**src/rtl/input_event_capture.sv**
```systemverilog
// Input event capture: edge detection on deserialized pin samples, coarse/fine
// timestamping relative to the last heartbeat, holdoff gating and a
// first-word-fall-through timestamp FIFO with sticky overflow.
module input_event_capture #(
  parameter int SERDES_WIDTH    = 4,
  parameter int COARSE_WIDTH    = 24,
  parameter int FIFO_ADDR_WIDTH = 4,
  parameter int HOLDOFF_WIDTH   = 8
) (
  input  logic                                          evrClk,
  input  logic                                          evrRst_n,
  input  logic [SERDES_WIDTH-1:0]                       serdesPattern,
  input  logic                                          evrHBstrobe,
  input  logic                                          captureEnable,
  input  logic                                          risingEdge,
  input  logic [HOLDOFF_WIDTH-1:0]                      holdoff,
  input  logic                                          overflowClear,
  input  logic                                          tsReady,
  output logic                                          tsValid,
  output logic [COARSE_WIDTH+$clog2(SERDES_WIDTH)-1:0]  tsData,
  output logic                                          captureStrobe,
  output logic                                          overflow
);

  localparam int FINE_W = $clog2(SERDES_WIDTH);
  localparam int DATA_W = COARSE_WIDTH + FINE_W;
  localparam int DEPTH  = 1 << FIFO_ADDR_WIDTH;

  logic [COARSE_WIDTH-1:0]    coarse_cnt;
  logic [COARSE_WIDTH-1:0]    cur_coarse;
  logic [COARSE_WIDTH-1:0]    next_coarse;
  logic                       prev_bit;
  logic [HOLDOFF_WIDTH-1:0]   hold_cnt;
  logic [SERDES_WIDTH-1:0]    prior;
  logic [SERDES_WIDTH-1:0]    edge_vec;
  logic [FINE_W-1:0]          fine_sel;
  logic                       accept;

  logic                       s1_valid;
  logic [DATA_W-1:0]          s1_data;

  logic [DATA_W-1:0]          mem [DEPTH];
  logic [FIFO_ADDR_WIDTH:0]   wr_ptr;
  logic [FIFO_ADDR_WIDTH:0]   rd_ptr;
  logic                       empty;
  logic                       full;
  logic                       pop;
  logic                       push;
  logic                       drop;
  logic                       ovf;

  // A heartbeat word is timestamp 0; the counter then runs and saturates.
  assign cur_coarse  = evrHBstrobe ? '0 : coarse_cnt;
  assign next_coarse = (&cur_coarse) ? cur_coarse : cur_coarse + COARSE_WIDTH'(1);

  // Each sample is compared against the one just before it in time; bit 0
  // looks back at the last sample of the previous word.
  assign prior    = {serdesPattern[SERDES_WIDTH-2:0], prev_bit};
  assign edge_vec = risingEdge ? (~prior & serdesPattern) : (prior & ~serdesPattern);
  assign accept   = (|edge_vec) && captureEnable && (hold_cnt == '0);

  // Earliest edge in the word wins.
  always_comb begin
    fine_sel = '0;
    for (int i = SERDES_WIDTH - 1; i >= 0; i--) begin
      if (edge_vec[i]) fine_sel = FINE_W'(i);
    end
  end

  // Coarse counter and previous-sample history (history tracks even when disabled).
  always_ff @(posedge evrClk or negedge evrRst_n) begin
    if (!evrRst_n) begin
      coarse_cnt <= '0;
      prev_bit   <= 1'b0;
    end else begin
      coarse_cnt <= next_coarse;
      prev_bit   <= serdesPattern[SERDES_WIDTH-1];
    end
  end

  // Holdoff dead-time: reload on capture, otherwise count down one per word.
  always_ff @(posedge evrClk or negedge evrRst_n) begin
    if (!evrRst_n) begin
      hold_cnt <= '0;
    end else if (accept) begin
      hold_cnt <= holdoff;
    end else if (hold_cnt != '0) begin
      hold_cnt <= hold_cnt - HOLDOFF_WIDTH'(1);
    end
  end

  // Stage 1 register: accepted capture and its timestamp.
  always_ff @(posedge evrClk or negedge evrRst_n) begin
    if (!evrRst_n) begin
      s1_valid <= 1'b0;
      s1_data  <= '0;
    end else begin
      s1_valid <= accept;
      if (accept) s1_data <= {cur_coarse, fine_sel};
    end
  end

  assign empty = (wr_ptr == rd_ptr);
  assign full  = (wr_ptr[FIFO_ADDR_WIDTH] != rd_ptr[FIFO_ADDR_WIDTH]) &&
                 (wr_ptr[FIFO_ADDR_WIDTH-1:0] == rd_ptr[FIFO_ADDR_WIDTH-1:0]);
  assign pop   = !empty && tsReady;
  // A simultaneous pop frees a slot, so a write into a full FIFO still lands.
  assign push  = s1_valid && (!full || pop);
  assign drop  = s1_valid && full && !pop;

  // FIFO storage; contents need no reset since the pointers qualify them.
  always_ff @(posedge evrClk) begin
    if (push) mem[wr_ptr[FIFO_ADDR_WIDTH-1:0]] <= s1_data;
  end

  // FIFO pointers with an extra wrap bit to tell full from empty.
  always_ff @(posedge evrClk or negedge evrRst_n) begin
    if (!evrRst_n) begin
      wr_ptr <= '0;
      rd_ptr <= '0;
    end else begin
      if (push) wr_ptr <= wr_ptr + (FIFO_ADDR_WIDTH+1)'(1);
      if (pop)  rd_ptr <= rd_ptr + (FIFO_ADDR_WIDTH+1)'(1);
    end
  end

  // Sticky overflow; a drop in the same cycle as a clear keeps the flag set.
  always_ff @(posedge evrClk or negedge evrRst_n) begin
    if (!evrRst_n) begin
      ovf <= 1'b0;
    end else if (drop) begin
      ovf <= 1'b1;
    end else if (overflowClear) begin
      ovf <= 1'b0;
    end
  end

  assign tsValid       = !empty;
  assign tsData        = empty ? '0 : mem[rd_ptr[FIFO_ADDR_WIDTH-1:0]];
  assign captureStrobe = s1_valid;
  assign overflow      = ovf;

endmodule

```
**config.mk**
```make
export PLATFORM = sky130hd
export DESIGN_NAME = input_event_capture
export DESIGN_NICKNAME = d
export VERILOG_FILES = /design/src/rtl/input_event_capture.sv
export SDC_FILE = /design/constraint.sdc
export NUM_CORES = 1
export LEC_CHECK = 0
export BUFFER_PORTS_ARGS = -buffer_cell sky130_fd_sc_hd__buf_4
export CAP_MARGIN = 15
export CORE_UTILIZATION = 60
export DETAILED_ROUTE_END_ITERATION = 16
export PLACE_DENSITY = 0.8
export SLEW_MARGIN = 0
export SYNTH_ARGS = -nofsm -noshare
export SYNTH_HDL_FRONTEND = slang
export SYNTH_SLANG_ARGS = --single-unit
```
**constraint.sdc**
```tcl
create_clock -name evrClk -period 5.2 [get_ports evrClk]
set_clock_uncertainty 0.1 [all_clocks]
set_input_delay 1.04 -clock evrClk [delete_from_list [all_inputs] [get_ports evrClk]]
set_output_delay 1.04 -clock evrClk [all_outputs]
set_load 0.01 [all_outputs]
```
==> run metrics <==
post-detailed-placement cell area=roughly 0.020 mm²; total power of the final layout=about 8.7 mW; GRT Residual Overflow=0; PwrDens=between 300 and 400 mW/mm²; Mapped Area=slightly below 0.02 mm²; largest voltage drop on the vdd net=0.000414 V; reported leakage power=8.48 nW; Syn Nets=1007; Detailed Routing Iterations Pass 1=5; sequential-to-total area share from yosys stat=between 70% and 80%; maxcap violations=0; Synth Area per Inst=19.9 µm²; routability congestion estimate=0.781; via count of the first global-routing pass=9834; RSZ-0062 raised after global routing=no; setup bufs post-CTS=0; Final setup violation count=0; starting density of the core=61.4%; part of the total power dissipated in the clock network=~38%; detailed-route via count=9668; cell with the most instances after synthesis=sky130_fd_sc_hd__edfxtp_1; remaining antenna violation count after routing=0; worst slack on hold paths=0.391 ns; leading cell types by count after synthesis=416 x sky130_fd_sc_hd__edfxtp_1, 130 x sky130_fd_sc_hd__mux4_2, 71 x sky130_fd_sc_hd__dfrtp_1, 38 x sky130_fd_sc_hd__nand2_1, 33 x sky130_fd_sc_hd__and2_1; Cell Int Power=6.59 mW; net count of the finished layout=approximately 1100; DIE HEIGHT=182 µm; average routed wire per standard cell=between 20 and 30 µm; number of antenna violations at the first check in global routing=0; highest-utilization routing layer at the global route stage=met2; Post-Route Setup TNS=0 ns; critical register-to-register path startpoint=wr_ptr[2]; register area=roughly 0.014 mm²; Die X=182 µm; count of unresolved DRC violations after routing=0; count of warnings emitted by yosys=0; area occupied by multi-input gates=0.00496 mm²; Data arrival, critical path=3.20 ns; number of I/O port buffers=47; capturing element type of the critical path=output pin; headroom to the max-slew limit=25.3%; M1 GR Usage=36.9%; number of synthesized flops with an enable pin=between 400 and 500; floorplan die area=0.0333 mm²; most area-consuming cells after synthesis=sky130_fd_sc_hd__edfxtp_1 64%, sky130_fd_sc_hd__mux4_2 15%, sky130_fd_sc_hd__dfrtp_1 9.1%; maximum number of buffers from clock root to sink=3; number of clock buffers inserted by TritonCTS=47; overall routing resource usage=25.6%; count of boundary I/O pins=48; routed vias/inst=between 6 and 7; outcome=completed; placed wire-length estimate after detailed placement=21.2 mm; worst reg2reg path endpoint=mem[3][11]; Most used DFF post-synth=sky130_fd_sc_hd__edfxtp_1; count of inserted antenna diode cells=0; wire length of the first global-routing pass=61.7 mm; switching share of power=around a quarter; clock sinks=487; net switching power of the design=2.08 mW; Max Fclk=0.231 GHz; final cycle utilization of the critical path=83.4%; CTS root buffer=sky130_fd_sc_hd__clkbuf_16; critical path start-end classification=reg -> out; Routed WL=40.8 mm; area growth from synthesis to layout=12.0%; core area=0.0318 mm²; combinational power share=13.1%; CTS tree=built; reg2reg path depth=6; count of cell types in the netlist=54; Max Fanout on Critical Path=107; part of the power in registers=approximately 49%; Worst-Margin Slew=~1.1 ns; number of hold violations in the final report=0; startpoint of the most critical setup path=rd_ptr[0]; Hold/Removal Path Class=reg -> reg; dominant cell type by area after synthesis=sky130_fd_sc_hd__edfxtp_1; share of the synthesized area in the top cell type=63.9%; final-layout fill cell count=1924; post-layout min period=4.34 ns; largest net degree at the start of global routing=roughly 110; layout cells sized above 1=27.0%; post-CTS resize count=0; total of hold buffers inserted after clock tree synthesis=0; endpoint of the most critical setup path=tsData[14]; Finished Cell Area=0.0219 mm²; M2 GR Usage=41.5%; Clock transition at path regs=~0.06 ns; H-tree depth reported by CTS=2; element type at the critical path start=flop; met3 Resource Use GR=4.01%; placement row count=65; Synth Instances=between 900 and 1000; worst path required time=4.06 ns; Async S/R FF share, synth=14.6%; setup slack of the worst register-to-register path=1.94 ns; number of register bits inferred by synthesis=487; number of slew-limit violations in the final report=0; latest clock arrival within the worst-skew pair=0.54 ns; initial detailed-routing violation count=1081
[stage by stage]
| step | cells | setup slack (ns) | util (%) |
|---|---|---|---|
| after floorplan | 981 | 1.85 | - |
| after global placement | 1436 | 1.44 | 64.1 |
| after detailed placement | 1436 | 1.40 | 64.1 |
| after CTS | 1522 | 0.823 | 68.8 |
| after global routing | 1522 | 0.692 | 68.8 |
| final | 1522 | 0.865 | 68.8 |
[kinds of logic after synthesis]
| family | count (synthesis) | share of synthesized area [%] |
|---|---|---|
| buffers and inverters | 64 | 1.77 |
| flip-flops | 487 | 73.0 |
| AO/OA/AOI/OAI | 52 | 1.67 |
| XOR/XNOR | 29 | 1.30 |
| AND/OR/NAND/NOR | 192 | 5.56 |
| adder cells (fa/ha/maj) | 7 | 0.448 |
| multiplexers | 150 | 16.2 |
[power by group through the flow]
stage | sequential (mW) | clock [mW] | combinational, mW
after CTS | 4.24 | 3.34 | 1.16
after global routing | 4.24 | 3.49 | 1.22
final | 4.24 | 3.30 | 1.14
after floorplan | 4.30 | 0 | 0.969
after global placement | 4.32 | 0 | 1.17
after detailed placement | 4.32 | 0 | 1.17
[sequential cells by signal (all words and copies together), names as in the netlist]
signal         count
mem              416
s1_data           26
coarse_cnt        24
hold_cnt           8
rd_ptr             5
wr_ptr             5
captureStrobe      1
overflow           1
prev_bit           1
[routing by layer]
layer / wire [µm] / up-vias
met3: 2790 / 72
met5: 0 / -
met1: 16700 / 5089
met4: 961 / 0
li1: - / 4084
met2: 20400 / 423
[area by class of cell]
| cell class | instances | share of cell area (%) |
|---|---|---|
| flip-flops and latches | 487 | 65.2 |
| multi-input cells | 430 | 22.7 |
| clock buffers | 68 | 6.31 |
| well taps | 435 | 2.49 |
| repair buffers | 69 | 2.48 |
| clock inverters | 18 | 0.566 |
| inverters | 15 | 0.257 |
[worst max-delay path: stages (launching register included)]
cell and delay (ns):
sky130_fd_sc_hd__dfrtp_4 0.44, sky130_fd_sc_hd__buf_12 0.61, sky130_fd_sc_hd__mux4_2 0.63, sky130_fd_sc_hd__mux4_2 0.48, sky130_fd_sc_hd__and2_1 0.19, sky130_fd_sc_hd__buf_4 0.14
[cells in the final DEF, fill, tap and decap left out, drive strengths merged, types with 12 or more instances in the layout]
| master | synthesis | final |
|---|---|---|
| clkbuf | 20 | 68 |
| nor2 | 19 | 19 |
| o21ai | 24 | 24 |
| xnor2 | 20 | 20 |
| nand2b | 15 | 15 |
| dfrtp | 71 | 71 |
| inv | 15 | 17 |
| nor2b | 13 | 13 |
| edfxtp | 416 | 416 |
| buf | 29 | 69 |
| nand4 | 12 | 12 |
| and2 | 33 | 33 |
| nand2 | 38 | 38 |
| clkinv | 0 | 14 |
| mux4 | 130 | 130 |
| nor3 | 13 | 13 |
[how the worst min path moves through the flow]
stage	slack, ns	cells after the start	startpoint	endpoint
after global routing	0.40	1	rd_ptr[4]	rd_ptr[4]
after detailed placement	0.38	1	rd_ptr[4]	rd_ptr[4]
after floorplan	0.36	1	wr_ptr[4]	wr_ptr[4]
after global placement	0.37	1	rd_ptr[4]	rd_ptr[4]
final	0.39	1	rd_ptr[4]	rd_ptr[4]
after CTS	0.39	1	rd_ptr[4]	rd_ptr[4]
(Power assumes the default switching activity.)
